`src/rtl/ps2_rx_fifo.sv`:
```
`timescale 1ns/1ps
`default_nettype none
// ============================================================================
// Module   : ps2_rx_fifo
// Purpose  : PS/2 device-to-host receiver (sync, glitch filter, 11-bit
//            deframer with timeout) feeding a FWFT valid/ready FIFO.
//            Optional E0/F0 prefix folding when PS2_PREFIX_DECODE_EN is defined.
// Revision : 1.0 - initial release
// ============================================================================
module ps2_rx_fifo #(
    parameter int DEPTH          = 8,
    parameter int SYNC_STAGES    = 2,
    parameter int FILTER_LEN     = 4,
    parameter int TIMEOUT_CYCLES = 10000
) (
    input  logic                     CLOCK_50,
    input  logic                     reset,
    input  logic                     PS2_CLK,
    input  logic                     PS2_DAT,
    output logic [9:0]               rx_data,
    output logic                     rx_valid,
    input  logic                     rx_ready,
    output logic [$clog2(DEPTH):0]   fifo_count,
    output logic                     busy,
    output logic                     err_parity,
    output logic                     err_timeout,
    output logic                     overflow,
    input  logic                     clr_overflow
);

    localparam int c_AW = $clog2(DEPTH);
    localparam int c_FW = $clog2(FILTER_LEN + 1);
    localparam int c_TW = $clog2(TIMEOUT_CYCLES + 1);
    localparam logic [c_FW-1:0] c_FILT_LAST = c_FW'(FILTER_LEN - 1);
    localparam logic [c_TW-1:0] c_TO_LAST   = c_TW'(TIMEOUT_CYCLES - 1);
    localparam logic [c_AW:0]   c_DEPTH     = (c_AW + 1)'(DEPTH);

    typedef enum logic [1:0] {
        S_IDLE   = 2'd0,
        S_DATA   = 2'd1,
        S_PARITY = 2'd2,
        S_STOP   = 2'd3
    } state_t;

    logic [SYNC_STAGES-1:0] r_clk_sync, r_dat_sync;
    logic                   r_filt_clk;
    logic [c_FW-1:0]        r_filt_cnt;
    state_t                 r_state, w_state_nxt;
    logic [7:0]             r_shift;
    logic [2:0]             r_bit_cnt;
    logic                   r_par_bit;
    logic [c_TW-1:0]        r_to_cnt;
    logic                   r_err_parity, r_err_timeout, r_overflow;
    logic [9:0]             r_mem [DEPTH];
    logic [c_AW-1:0]        r_wr_ptr, r_rd_ptr;
    logic [c_AW:0]          r_count;

    logic       w_clk_s, w_dat_s, w_filt_flip, w_fall;
    logic       w_stop_edge, w_frame_ok, w_good, w_bad, w_timeout;
    logic       w_push, w_pop, w_full, w_wr, w_ovf_set;
    logic [9:0] w_push_data;

    assign w_clk_s = r_clk_sync[SYNC_STAGES-1];
    assign w_dat_s = r_dat_sync[SYNC_STAGES-1];

    always_ff @(posedge CLOCK_50 or negedge reset) begin
        if (!reset) begin
            r_clk_sync <= '1;
            r_dat_sync <= '1;
        end else begin
            r_clk_sync <= {r_clk_sync[SYNC_STAGES-2:0], PS2_CLK};
            r_dat_sync <= {r_dat_sync[SYNC_STAGES-2:0], PS2_DAT};
        end
    end

    // Counter tracks how many consecutive samples disagree with the filtered level.
    assign w_filt_flip = (w_clk_s != r_filt_clk) && (r_filt_cnt == c_FILT_LAST);
    assign w_fall      = w_filt_flip && r_filt_clk;

    always_ff @(posedge CLOCK_50 or negedge reset) begin
        if (!reset) begin
            r_filt_clk <= 1'b1;
            r_filt_cnt <= '0;
        end else if (w_clk_s == r_filt_clk) begin
            r_filt_cnt <= '0;
        end else if (w_filt_flip) begin
            r_filt_clk <= w_clk_s;
            r_filt_cnt <= '0;
        end else begin
            r_filt_cnt <= r_filt_cnt + 1'b1;
        end
    end

    assign w_timeout   = (r_state != S_IDLE) && !w_fall && (r_to_cnt == c_TO_LAST);
    assign w_stop_edge = (r_state == S_STOP) && w_fall;
    assign w_frame_ok  = (^{r_shift, r_par_bit}) && w_dat_s;
    assign w_good      = w_stop_edge && w_frame_ok;
    assign w_bad       = w_stop_edge && !w_frame_ok;

    always_comb begin
        w_state_nxt = r_state;
        case (r_state)
            S_IDLE:   if (w_fall && !w_dat_s)            w_state_nxt = S_DATA;
            S_DATA:   if (w_fall && (r_bit_cnt == 3'd7)) w_state_nxt = S_PARITY;
            S_PARITY: if (w_fall)                        w_state_nxt = S_STOP;
            S_STOP:   if (w_fall)                        w_state_nxt = S_IDLE;
            default:                                     w_state_nxt = S_IDLE;
        endcase
        if (w_timeout)
            w_state_nxt = S_IDLE;
    end

    always_ff @(posedge CLOCK_50 or negedge reset) begin
        if (!reset) begin
            r_state       <= S_IDLE;
            r_shift       <= '0;
            r_bit_cnt     <= '0;
            r_par_bit     <= 1'b0;
            r_to_cnt      <= '0;
            r_err_parity  <= 1'b0;
            r_err_timeout <= 1'b0;
        end else begin
            r_state       <= w_state_nxt;
            r_err_parity  <= w_bad;
            r_err_timeout <= w_timeout;
            if (w_fall || (r_state == S_IDLE))
                r_to_cnt <= '0;
            else
                r_to_cnt <= r_to_cnt + 1'b1;
            if (r_state == S_IDLE)
                r_bit_cnt <= '0;
            if ((r_state == S_DATA) && w_fall) begin
                r_shift   <= {w_dat_s, r_shift[7:1]};
                r_bit_cnt <= r_bit_cnt + 1'b1;
            end
            if ((r_state == S_PARITY) && w_fall)
                r_par_bit <= w_dat_s;
        end
    end

`ifdef PS2_PREFIX_DECODE_EN
    logic r_ext_pending, r_brk_pending;
    logic w_is_prefix;

    assign w_is_prefix = (r_shift == 8'hE0) || (r_shift == 8'hF0);
    assign w_push      = w_good && !w_is_prefix;
    assign w_push_data = {r_brk_pending, r_ext_pending, r_shift};

    always_ff @(posedge CLOCK_50 or negedge reset) begin
        if (!reset) begin
            r_ext_pending <= 1'b0;
            r_brk_pending <= 1'b0;
        end else if (w_bad || w_timeout) begin
            r_ext_pending <= 1'b0;
            r_brk_pending <= 1'b0;
        end else if (w_good) begin
            if (r_shift == 8'hE0) begin
                r_ext_pending <= 1'b1;
            end else if (r_shift == 8'hF0) begin
                r_brk_pending <= 1'b1;
            end else begin
                r_ext_pending <= 1'b0;
                r_brk_pending <= 1'b0;
            end
        end
    end
`else
    assign w_push      = w_good;
    assign w_push_data = {2'b00, r_shift};
`endif

    // A pop frees the slot in the same cycle, so a full FIFO still accepts a push.
    assign w_full    = (r_count == c_DEPTH);
    assign w_pop     = rx_valid && rx_ready;
    assign w_wr      = w_push && (!w_full || w_pop);
    assign w_ovf_set = w_push && w_full && !w_pop;

    always_ff @(posedge CLOCK_50) begin
        if (w_wr)
            r_mem[r_wr_ptr] <= w_push_data;
    end

    always_ff @(posedge CLOCK_50 or negedge reset) begin
        if (!reset) begin
            r_wr_ptr   <= '0;
            r_rd_ptr   <= '0;
            r_count    <= '0;
            r_overflow <= 1'b0;
        end else begin
            if (w_wr)
                r_wr_ptr <= r_wr_ptr + 1'b1;
            if (w_pop)
                r_rd_ptr <= r_rd_ptr + 1'b1;
            if (w_wr && !w_pop)
                r_count <= r_count + 1'b1;
            else if (!w_wr && w_pop)
                r_count <= r_count - 1'b1;
            if (w_ovf_set)
                r_overflow <= 1'b1;
            else if (clr_overflow)
                r_overflow <= 1'b0;
        end
    end

    assign rx_valid    = (r_count != '0);
    assign rx_data     = rx_valid ? r_mem[r_rd_ptr] : 10'd0;
    assign fifo_count  = r_count;
    assign busy        = (r_state != S_IDLE);
    assign err_parity  = r_err_parity;
    assign err_timeout = r_err_timeout;
    assign overflow    = r_overflow;

endmodule
`default_nettype wire

```
`config.mk`:
```
export PLATFORM = sky130hd
export DESIGN_NAME = ps2_rx_fifo
export DESIGN_NICKNAME = d
export VERILOG_FILES = /design/src/rtl/ps2_rx_fifo.sv
export SDC_FILE = /design/constraint.sdc
export NUM_CORES = 1
export LEC_CHECK = 0
export CAP_MARGIN = 20
export CORE_MARGIN = 3
export CORE_UTILIZATION = 50
export DETAILED_ROUTE_END_ITERATION = 8
export PLACE_DENSITY = 0.79
export SYNTH_ARGS = -nofsm -noshare
export SYNTH_HDL_FRONTEND = slang
export SYNTH_SLANG_ARGS = --single-unit
export TNS_END_PERCENT = 30
```
`constraint.sdc`:
```
create_clock -name CLOCK_50 -period 3 [get_ports CLOCK_50]
set_input_delay 0.3 -clock CLOCK_50 [delete_from_list [all_inputs] [get_ports CLOCK_50]]
set_output_delay 0.3 -clock CLOCK_50 [all_outputs]
set_load 0.01 [all_outputs]
```
==> results.py, run 1 <==
metrics = {
    "outcome": {
        "status": "finished, final reports clean",
    },
    "timing": {
        "fin_crit_ps": 2850,
        "hold_viol": 0,
        "period_share": 0.950,
        "setup_viol": 0,
        "skew_ps": 11.8,
        "rsz0062_at_grt": "no",
        "worst_pin_slew_ps": 807,
        "slew_headroom": 0.462,
        "clock.fmax_mhz": 351,
        "setup_tns_ps": 0,
        "drv_slew": 0,
        "finalWorstSetupSlack_ps": 149,
    },
    "worst_setup_path": {
        "crit_arrival_ps": 2550,
        "crit_path_start_kind": "register",
        "cpMaxStageDelayCell": "dfrtp_1",
        "crit_type": "reg2out",
        "path_max_fanout": 18,
        "crit_family": "flip-flops",
        "crit_required_ps": 2700,
        "crit_path_cell_trace": "mux4_2 -> mux2i_1 -> nor2_1 -> clkdlybuf4s50_1",
        "path_buf_inv": 1,
        "cpPeakStageDelay_ps": 860,
        "crit_path_end_kind": "output port",
    },
    "clock_network": {
        "cts_root_buf": "clkbuf_8",
        "htree_num_levels": 4,
        "insertion_delay_ps": 510,
        "clk_pin_slew_worst_paths_ps": 50,
        "postCtsSetupRepairBufs": 0,
        "cts_buffer_depth": 2,
        "clock-sinks": 113,
        "cts_tree": "done",
        "cts_buffers": 17,
    },
    "drt": {
        "first_pass_iters": 4,
        "finalWirelength_um": 8880,
        "top_layer_used": "met4",
        "dr_wl_met2_um": 4690,
        "drtIter0Drc": 181,
        "met1_length_um": 3650,
        "antenna_left": 0,
        "post_drt_wl_per_cell_um": 17.5,
        "wl_met3_um": 458,
        "vias": 2689,
        "drc": 0,
        "vias_per_cell": 5.29,
    },
    "cells_and_area": {
        "post_route_cells_drive_above_1_share": 0.245,
        "finish.utilization": 0.638,
        "final_common_cell": "edfxtp_1",
        "antenna_cells": 0,
        "area_growth_pct": 23.3,
        "layout.cells.non_filler": 508,
        "nets": 386,
        "filler_cell_count": 654,
        "final_cell_mix": "edfxtp_1 (64), dfrtp_1 (42), nor2_1 (30), clkdlybuf4s50_1 (21), buf_4 (19)",
    },
    "power_and_ir_drop": {
        "max-vdd-ir-drop_v": 0.000595,
        "power_leakage_nw": 2.35,
        "power_density_mw_per_mm2": 863,
        "power.total_mw": 5.14,
    },
    "global_routing": {
        "grt_pass1_wl_um": 14500,
        "grt_max_degree": 47,
        "grt_pass1_vias": 2797,
        "grt_overflow": 0,
        "antenna_found_initial": 0,
        "grtUsageTotal": 0.178,
    },
    "floorplan": {
        "dieHeight_um": 104,
        "coreArea_mm2": 0.00933,
        "initial_core_util": 0.518,
        "dieArea_mm2": 0.0109,
        "chipWidth_um": 104,
        "ios": 25,
        "rows": 35,
    },
    "yosys": {
        "synth_area_leaders": "edfxtp_1 (40%), dfrtp_1 (23%), mux4_2 (7.5%)",
        "yosys.area.top_type_share": 0.398,
        "yosysTopAreaCell": "edfxtp_1",
        "netlist_area_mm2": 0.00483,
        "avgSynthCellArea_um2": 15.4,
        "yosysWarnings": 0,
        "ys_seq_elements": 113,
        "yosysSeqAreaShare": 0.653,
        "synth.distinct_cells": 46,
        "syn_inst": 314,
    },
    "place": {
        "hpwl_um": 5550,
        "place_inst": 474,
        "pre_cts_ws_ps": 124,
        "port_buffers": 22,
        "gp_congestion": 0.790,
    },
    "flow_run": {
        "maxCapViolations": 0,
    },
    "worst_hold_path": {
        "hold_path_class": "in2async",
    },
}
[cell usage after synthesis (all sizes together)]
cell type   n
edfxtp     64
dfrtp      44
nor2       30
xnor2      19
mux4       16
ha         13
nand2      13
inv        11
mux2       11
nor3        9
mux2i       8
buf         7
xor2        7
nand4       6
o21ai       6
a21oi       5
dfstp       5
nand3       5
clkbuf      4
nand2b      4
and3        3
a22o        2
a31o        2
and4        2
nor2b       2
nor4b       2
or2         2
a21o        1
and2        1
conb        1
fa          1
nand3b      1
nand4b      1
nor3b       1
nor4        1
nor4bb      1
o22ai       1
or3         1
xnor3       1
[kinds of logic after synthesis]
logic type | count (synthesis) | synth area share
other | 1 | 0.000776
buffers and inverters | 22 | 0.0197
adder cells (fa/ha/maj) | 14 | 0.0378
AO/OA/AOI/OAI | 17 | 0.0215
XOR/XNOR | 27 | 0.0575
multiplexers | 35 | 0.118
AND/OR/NAND/NOR | 85 | 0.0920
flip-flops | 113 | 0.653
[state kept, by name, summed over array words and instances, names as in the netlist, 2 cells and up]
signal      flops
fifo_count      4
r_bit_cnt       3
r_clk_sync      2
r_dat_sync      2
r_filt_cnt      3
r_mem          64
r_rd_ptr        3
r_shift         8
r_state         2
r_to_cnt       14
r_wr_ptr        3
[worst paths after layout]
check / start / end / slack [ps] / cells after the start
min in group CLOCK_50: PS2_CLK / r_clk_sync[0] / 200 / 1
max in group asynchronous: reset / r_dat_sync[1] / 2170 / 4
min: reset / r_to_cnt[6] / 150 / 2
max reg2reg: r_shift[3] / fifo_count[3] / 170 / 13
min reg2reg: r_dat_sync[0] / r_dat_sync[1] / 360 / 0
max: r_rd_ptr[1] / rx_data[2] / 150 / 4
[cell type report]
class / instances / area (um2) / share of cell area
sequential: 113 / 3160 / 0.530
multi-input combinational: 180 / 1590 / 0.267
clock buffer: 21 / 459 / 0.0771
timing repair buffer: 43 / 388 / 0.0651
tap: 129 / 161 / 0.0271
clock inverter: 11 / 158 / 0.0265
inverter: 11 / 41.3 / 0.00693
[routing by layer]
| metal | vias up | global-route usage |
|---|---|---|
| met1 | 1357 | 0.210 |
| li1 | 1256 | - |
| met5 | - | 0 |
| met4 | 0 | 0.0712 |
| met2 | 66 | 0.293 |
| met3 | 10 | 0.0689 |
[report_power, final]
group	switching (mW)	internal (mW)	total, mW
sequential	0.200	1.77	1.97
combinational	0.500	0.606	1.11
clock	0.663	1.40	2.07
[metrics by stage]
| step | area [um2] | hold WS, ps |
|---|---|---|
| final | 5950 | 154 |
| after global routing | 5950 | 156 |
| after CTS | 5930 | 168 |
| after detailed placement | 5300 | 348 |
| after global placement | 5300 | 346 |
| after floorplan | 4830 | 4.41 |
[repair_timing]
action,4_1_cts,5_1_grt
hold buffers,1,0
endpoints found under the hold margin,44,0
resized for setup,0,3
setup endpoints to repair,0,1
Note: power is estimated with default switching activity, not from simulation.
==> run 2, diff against run 1 <==
--- a/config.mk
+++ b/config.mk
@@ -6,7 +6,7 @@
 export NUM_CORES = 1
 export LEC_CHECK = 0
 export CAP_MARGIN = 20
-export CORE_MARGIN = 3
+export CORE_MARGIN = 1.5
 export CORE_UTILIZATION = 50
 export DETAILED_ROUTE_END_ITERATION = 8
 export PLACE_DENSITY = 0.79
==> constraint.sdc (replaced) <==
create_clock -name CLOCK_50 -period 3.4 [get_ports CLOCK_50]
set_input_delay 0.34 -clock CLOCK_50 [delete_from_list [all_inputs] [get_ports CLOCK_50]]
set_output_delay 0.34 -clock CLOCK_50 [all_outputs]
set_load 0.01 [all_outputs]
==> run 2 against run 1 <==
  * First-iteration DRC count up 13%
  * Critical endpoint is now fifo_count[3]
  * Global-route usage up 1.3 points
  * Largest cell class unchanged
  * Utilization down 0.41 points
  * Setup slack better by 210 ps
  * Sequential power down 12%
==> results.py, run 2 (synthesis results as in run 1) <==
metrics = {
    "outcome": {
        "status": "finished, final reports clean",
    },
    "floorplan": {
        "dieHeight_um": 101,
        "coreArea_mm2": 0.00928,
        "dieArea_mm2": 0.0103,
        "rows": 35,
        "chipWidth_um": 101,
        "ios": 25,
        "initial_core_util": 0.520,
    },
    "worst_hold_path": {
        "hold_path_class": "in2async",
    },
    "clock_network": {
        "htree_num_levels": 4,
        "insertion_delay_ps": 510,
        "cts_tree": "done",
        "postCtsSetupRepairBufs": 0,
        "clk_pin_slew_worst_paths_ps": 60,
        "cts_buffers": 17,
        "cts_root_buf": "clkbuf_8",
        "clock-sinks": 113,
        "cts_buffer_depth": 2,
    },
    "cells_and_area": {
        "area_growth_pct": 21.9,
        "reg_top3": "r_mem x64, r_to_cnt x14, r_shift x8",
        "top_register": "r_mem",
        "final_cell_mix": "edfxtp_1 (64), dfrtp_1 (44), nor2_1 (30), clkdlybuf4s50_1 (21), xnor2_1 (17)",
        "post_route_cells_drive_above_1_share": 0.231,
        "final_common_cell": "edfxtp_1",
        "filler_cell_count": 685,
        "nets": 379,
        "antenna_cells": 0,
        "largest_reg_flops": 64,
        "finish.utilization": 0.634,
    },
    "power_and_ir_drop": {
        "max-vdd-ir-drop_v": 0.000543,
        "power_leakage_nw": 2.31,
        "power_density_mw_per_mm2": 767,
    },
    "worst_setup_path": {
        "crit_arrival_ps": 3440,
        "crit_type": "reg2reg",
        "cpPeakStageDelay_ps": 440,
        "crit_path_cell_trace": "ha_1 -> nor4bb_1 -> nand2_1 -> nor2_1 -> nand3_4 -> inv_1 -> ha_1 -> inv_1 -> ha_1 -> a21o_1 -> a21oi_1 -> xnor2_1 -> nor2_1 -> xor2_1",
        "path_buf_inv": 2,
        "cp_common_cell": "ha_1",
        "cpMaxStageDelayCell": "nor4bb_1",
        "crit_path_end_kind": "register",
        "crit_family": "simple AND/OR/NAND/NOR gates",
        "path_max_fanout": 5,
        "crit_path_start_kind": "register",
        "crit_required_ps": 3790,
    },
    "timing": {
        "fin_crit_ps": 3040,
        "drv_slew": 0,
        "slew_headroom": 0.486,
        "setup_tns_ps": 0,
        "setup_viol": 0,
        "period_share": 0.895,
        "hold_viol": 0,
        "skew_ps": 11.9,
        "worst_pin_slew_ps": 772,
        "clock.fmax_mhz": 328,
        "rsz0062_at_grt": "no",
    },
    "place": {
        "port_buffers": 22,
        "hpwl_um": 5470,
        "gp_congestion": 0.776,
    },
    "global_routing": {
        "grt_max_degree": 50,
        "grt_overflow": 0,
        "grt_pass1_vias": 2784,
        "grt_pass1_wl_um": 14300,
        "antenna_found_initial": 0,
        "grtUsageTotal": 0.191,
    },
    "drt": {
        "finalWirelength_um": 8760,
        "post_drt_wl_per_cell_um": 17.5,
        "first_pass_iters": 4,
        "vias_per_cell": 5.30,
        "drc": 0,
        "drtIter0Drc": 204,
        "antenna_left": 0,
        "vias": 2653,
    },
    "flow_run": {
        "maxCapViolations": 0,
    },
}
## run 2: cell count changes in the layout (fill, tap and decap cells not counted)
cell and change:
buf_4 -7, inv_6 +6, clkinv_1 -2, clkinv_2 -2, dfrtp_1 +2, dfrtp_2 -2, bufinv_16 -1, clkbuf_1 -1
clkbuf_8 -1, clkinvlp_4 +1, nor4bb_1 +1, nor4bb_2 -1
## run 2: final cells by class
type,count,area (um2),area share
Clock inverter,13,170,0.0289
Multi-Input combinational cell,180,1580,0.269
Inverter,11,41.3,0.00701
Timing Repair Buffer,36,335,0.0569
Tap cell,129,161,0.0274
Sequential cell,113,3150,0.536
Clock buffer,19,442,0.0750
## run 2: path summary, 6_finish.rpt
path,slack [ps],start,end,cells after the start
max,360,r_filt_cnt[0],fifo_count[3],14
min,210,reset,r_to_cnt[3],2
max reg2reg,360,r_filt_cnt[0],fifo_count[3],14
min reg2reg,350,r_dat_sync[0],r_dat_sync[1],0
max in group asynchronous,2670,reset,r_filt_clk,3
min in group CLOCK_50,240,PS2_CLK,r_clk_sync[0],1
## run 2: repair_timing
action	4_1_cts	5_1_grt
hold endpoints to repair	0	44
hold buffers	0	1
gates resized for setup	0	0
## run 2: layer usage
metal / wire length [um] / track usage / vias up / part of all wire
met5: 0 / 0 / - / 0
met4: 54 / 0.0577 / 0 / 0.0062
met3: 305 / 0.0545 / 7 / 0.035
met2: 4650 / 0.335 / 51 / 0.53
met1: 3750 / 0.230 / 1344 / 0.43
li1: - / - / 1251 / -
## run 2: per-stage QoR
| step | power, mW | instances | hold WS [ps] | area [um2] | setup slack, ps |
|---|---|---|---|---|---|
| 2_1_floorplan | 2.39 | 315 | 44.4 | 4830 | 623 |
| 6_report | 4.52 | 501 | 208 | 5890 | 355 |
| 3_3_place_gp | 2.69 | 467 | 348 | 5250 | 465 |
| 3_5_place_dp | 2.73 | 467 | 348 | 5250 | 419 |
| 5_1_grt | 4.73 | 501 | 208 | 5890 | 51.7 |
| 4_1_cts | 4.55 | 499 | 55.7 | 5860 | 330 |
## run 2: power by group
group / switching, mW / leakage, nW / total (mW) / internal [mW]
Clock: 0.641 / 0.295 / 1.81 / 1.17
Sequential: 0.187 / 1.23 / 1.74 / 1.56
Combinational: 0.435 / 0.791 / 0.965 / 0.530
==> run 3, diff against run 2 <==
--- a/config.mk
+++ b/config.mk
@@ -5,10 +5,13 @@
 export SDC_FILE = /design/constraint.sdc
 export NUM_CORES = 1
 export LEC_CHECK = 0
+export ABC_CLOCK_PERIOD_IN_PS = 3400
 export CAP_MARGIN = 20
 export CORE_MARGIN = 1.5
 export CORE_UTILIZATION = 50
+export CTS_CLUSTER_DIAMETER = 100
 export DETAILED_ROUTE_END_ITERATION = 8
+export MAX_ROUTING_LAYER = met4
 export PLACE_DENSITY = 0.79
 export SYNTH_ARGS = -nofsm -noshare
 export SYNTH_HDL_FRONTEND = slang
==> run 3 against run 2 <==
  * Flip-flop and latch count stayed put
  * Critical endpoint unchanged
  * Critical path type unchanged
  * Register-to-register slack hardly changed
  * Highest routed layer unchanged
  * Power hardly changed
==> results.py, run 3 (synthesis results as in run 1) <==
metrics = {
    "floorplan": {
        "dieHeight_um": 101,
        "coreArea_mm2": 0.00928,
        "dieArea_mm2": 0.0103,
        "rows": 35,
        "initial_core_util": 0.520,
        "ios": 25,
        "chipWidth_um": 101,
    },
    "clock_network": {
        "cts_tree": "done",
        "clock-sinks": 113,
        "clk_pin_slew_worst_paths_ps": 60,
        "htree_num_levels": 4,
        "cts_root_buf": "clkbuf_8",
        "cts_buffer_depth": 2,
        "insertion_delay_ps": 510,
        "postCtsSetupRepairBufs": 0,
        "cts_buffers": 17,
        "hold_buffers": 0,
        "ctsResizeCount": 0,
    },
    "timing": {
        "fin_crit_ps": 3040,
        "rsz0062_at_grt": "no",
        "setup_tns_ps": 0,
        "slew_headroom": 0.479,
        "period_share": 0.895,
        "hold_viol": 0,
        "drv_slew": 0,
        "skew_ps": 10.7,
        "setup_viol": 0,
        "worst_pin_slew_ps": 782,
        "hold_ws_ps": 203,
        "clock.fmax_mhz": 328,
    },
    "drt": {
        "drc": 0,
        "drtIter0Drc": 181,
        "dr_wl_met2_um": 4700,
        "first_pass_iters": 4,
        "met1_length_um": 3730,
        "wl_met3_um": 280,
        "vias_per_cell": 5.29,
        "vias": 2649,
        "post_drt_wl_per_cell_um": 17.5,
        "top_layer_used": "met4",
        "finalWirelength_um": 8780,
        "antenna_left": 0,
    },
    "power_and_ir_drop": {
        "switching_share": 0.280,
        "power_density_mw_per_mm2": 767,
        "max-vdd-ir-drop_v": 0.000545,
        "power.total_mw": 4.52,
        "p_seq_frac": 0.386,
        "power_leakage_nw": 2.31,
        "p_comb_frac": 0.214,
        "clkPwrFrac": 0.401,
        "power.internal_mw": 3.25,
        "switchingPower_mw": 1.26,
    },
    "worst_setup_path": {
        "crit_type": "reg2reg",
        "crit_path_cell_trace": "ha_1 -> nor4bb_1 -> nand2_1 -> nor2_1 -> nand3_4 -> inv_1 -> ha_1 -> inv_1 -> ha_1 -> a21o_1 -> a21oi_1 -> xnor2_1 -> nor2_1 -> xor2_1",
        "crit_path_start_kind": "register",
        "r2r-start": "r_filt_cnt[0]",
        "path_max_fanout": 5,
        "cpPeakStageDelay_ps": 440,
        "crit_required_ps": 3790,
        "crit_arrival_ps": 3440,
        "cpMaxStageDelayCell": "nor4bb_1",
        "r2r_cells": 14,
        "cp_common_cell": "ha_1",
        "r2r_slack_ps": 360,
        "crit_path_end_kind": "register",
        "rr_endpoint": "fifo_count[3]",
        "critPathLaunch": "r_filt_cnt[0]",
        "setup.worst_path.end": "fifo_count[3]",
    },
    "global_routing": {
        "grt_pass1_vias": 2779,
        "grt_pass1_wl_um": 14400,
        "grtUsageTotal": 0.198,
        "grt_max_degree": 50,
        "antenna_found_initial": 0,
        "grt_overflow": 0,
    },
    "cells_and_area": {
        "top_register": "r_mem",
        "nets": 379,
        "area_growth_pct": 21.9,
        "reg_top3": "r_mem x64, r_to_cnt x14, r_shift x8",
        "final_common_cell": "edfxtp_1",
        "post_route_cells_drive_above_1_share": 0.231,
        "antenna_cells": 0,
        "final_cell_mix": "edfxtp_1 (64), dfrtp_1 (44), nor2_1 (30), clkdlybuf4s50_1 (21), xnor2_1 (17)",
        "filler_cell_count": 685,
        "largest_reg_flops": 64,
    },
    "place": {
        "gp_congestion": 0.787,
        "hpwl_um": 5470,
        "port_buffers": 22,
    },
    "worst_hold_path": {
        "hold_path_class": "in2async",
    },
    "outcome": {
        "status": "finished, final reports clean",
    },
    "flow_run": {
        "maxCapViolations": 0,
    },
}
==> run 3: worst min path at each step <==
stage,slack [ps],from,endpoint,cells past startpoint
floorplan,40,reset,err_parity,0
global placement,350,r_clk_sync[0],r_clk_sync[1],0
detailed placement,350,r_dat_sync[0],r_dat_sync[1],0
CTS,60,reset,r_to_cnt[4],1
global route,210,reset,r_to_cnt[5],2
finish,200,reset,r_to_cnt[3],2
==> run 3: layout make-up <==
cell class | instances | area, um2 | share of cell area
tap | 129 | 161 | 0.0274
inverter | 11 | 41.3 | 0.00701
clock buffer | 19 | 442 | 0.0750
timing repair buffer | 36 | 335 | 0.0569
clock inverter | 13 | 170 | 0.0289
multi-input combinational | 180 | 1580 | 0.269
sequential | 113 | 3150 | 0.536
==> run 3: critical path, delay by kind of cell (launching register included) <==
family / cells / cell delay, ps
and+or+nand+nor: 5 / 1160
adders and majority gates: 3 / 640
DFF: 1 / 340
AOI/OAI and AO/OA: 2 / 330
xor gates and xnor gates: 2 / 270
buffers and inverters: 2 / 170
==> run 3: per-layer routing <==
metal  track usage  up-vias
li1              -     1247
met1         0.232     1352
met2         0.335       42
met3        0.0559        8
met4        0.0577        0
met5             -        -
==> run 3: per-stage QoR <==
stage	cells	util	setup slack (ps)	instance area, um2
after floorplan	315	-	623	4830
after global placement	467	0.565	465	5250
after detailed placement	467	0.565	419	5250
after CTS	499	0.631	330	5860
after global routing	501	0.634	51.7	5890
final	501	0.634	356	5890
==> run 3: power by group through the flow <==
stage | combinational (mW) | clock (mW) | sequential (mW)
after floorplan | 0.712 | 0 | 1.68
after global placement | 0.930 | 0 | 1.76
after detailed placement | 0.963 | 0 | 1.77
after CTS | 0.975 | 1.84 | 1.74
after global routing | 1.06 | 1.90 | 1.76
final | 0.965 | 1.81 | 1.74
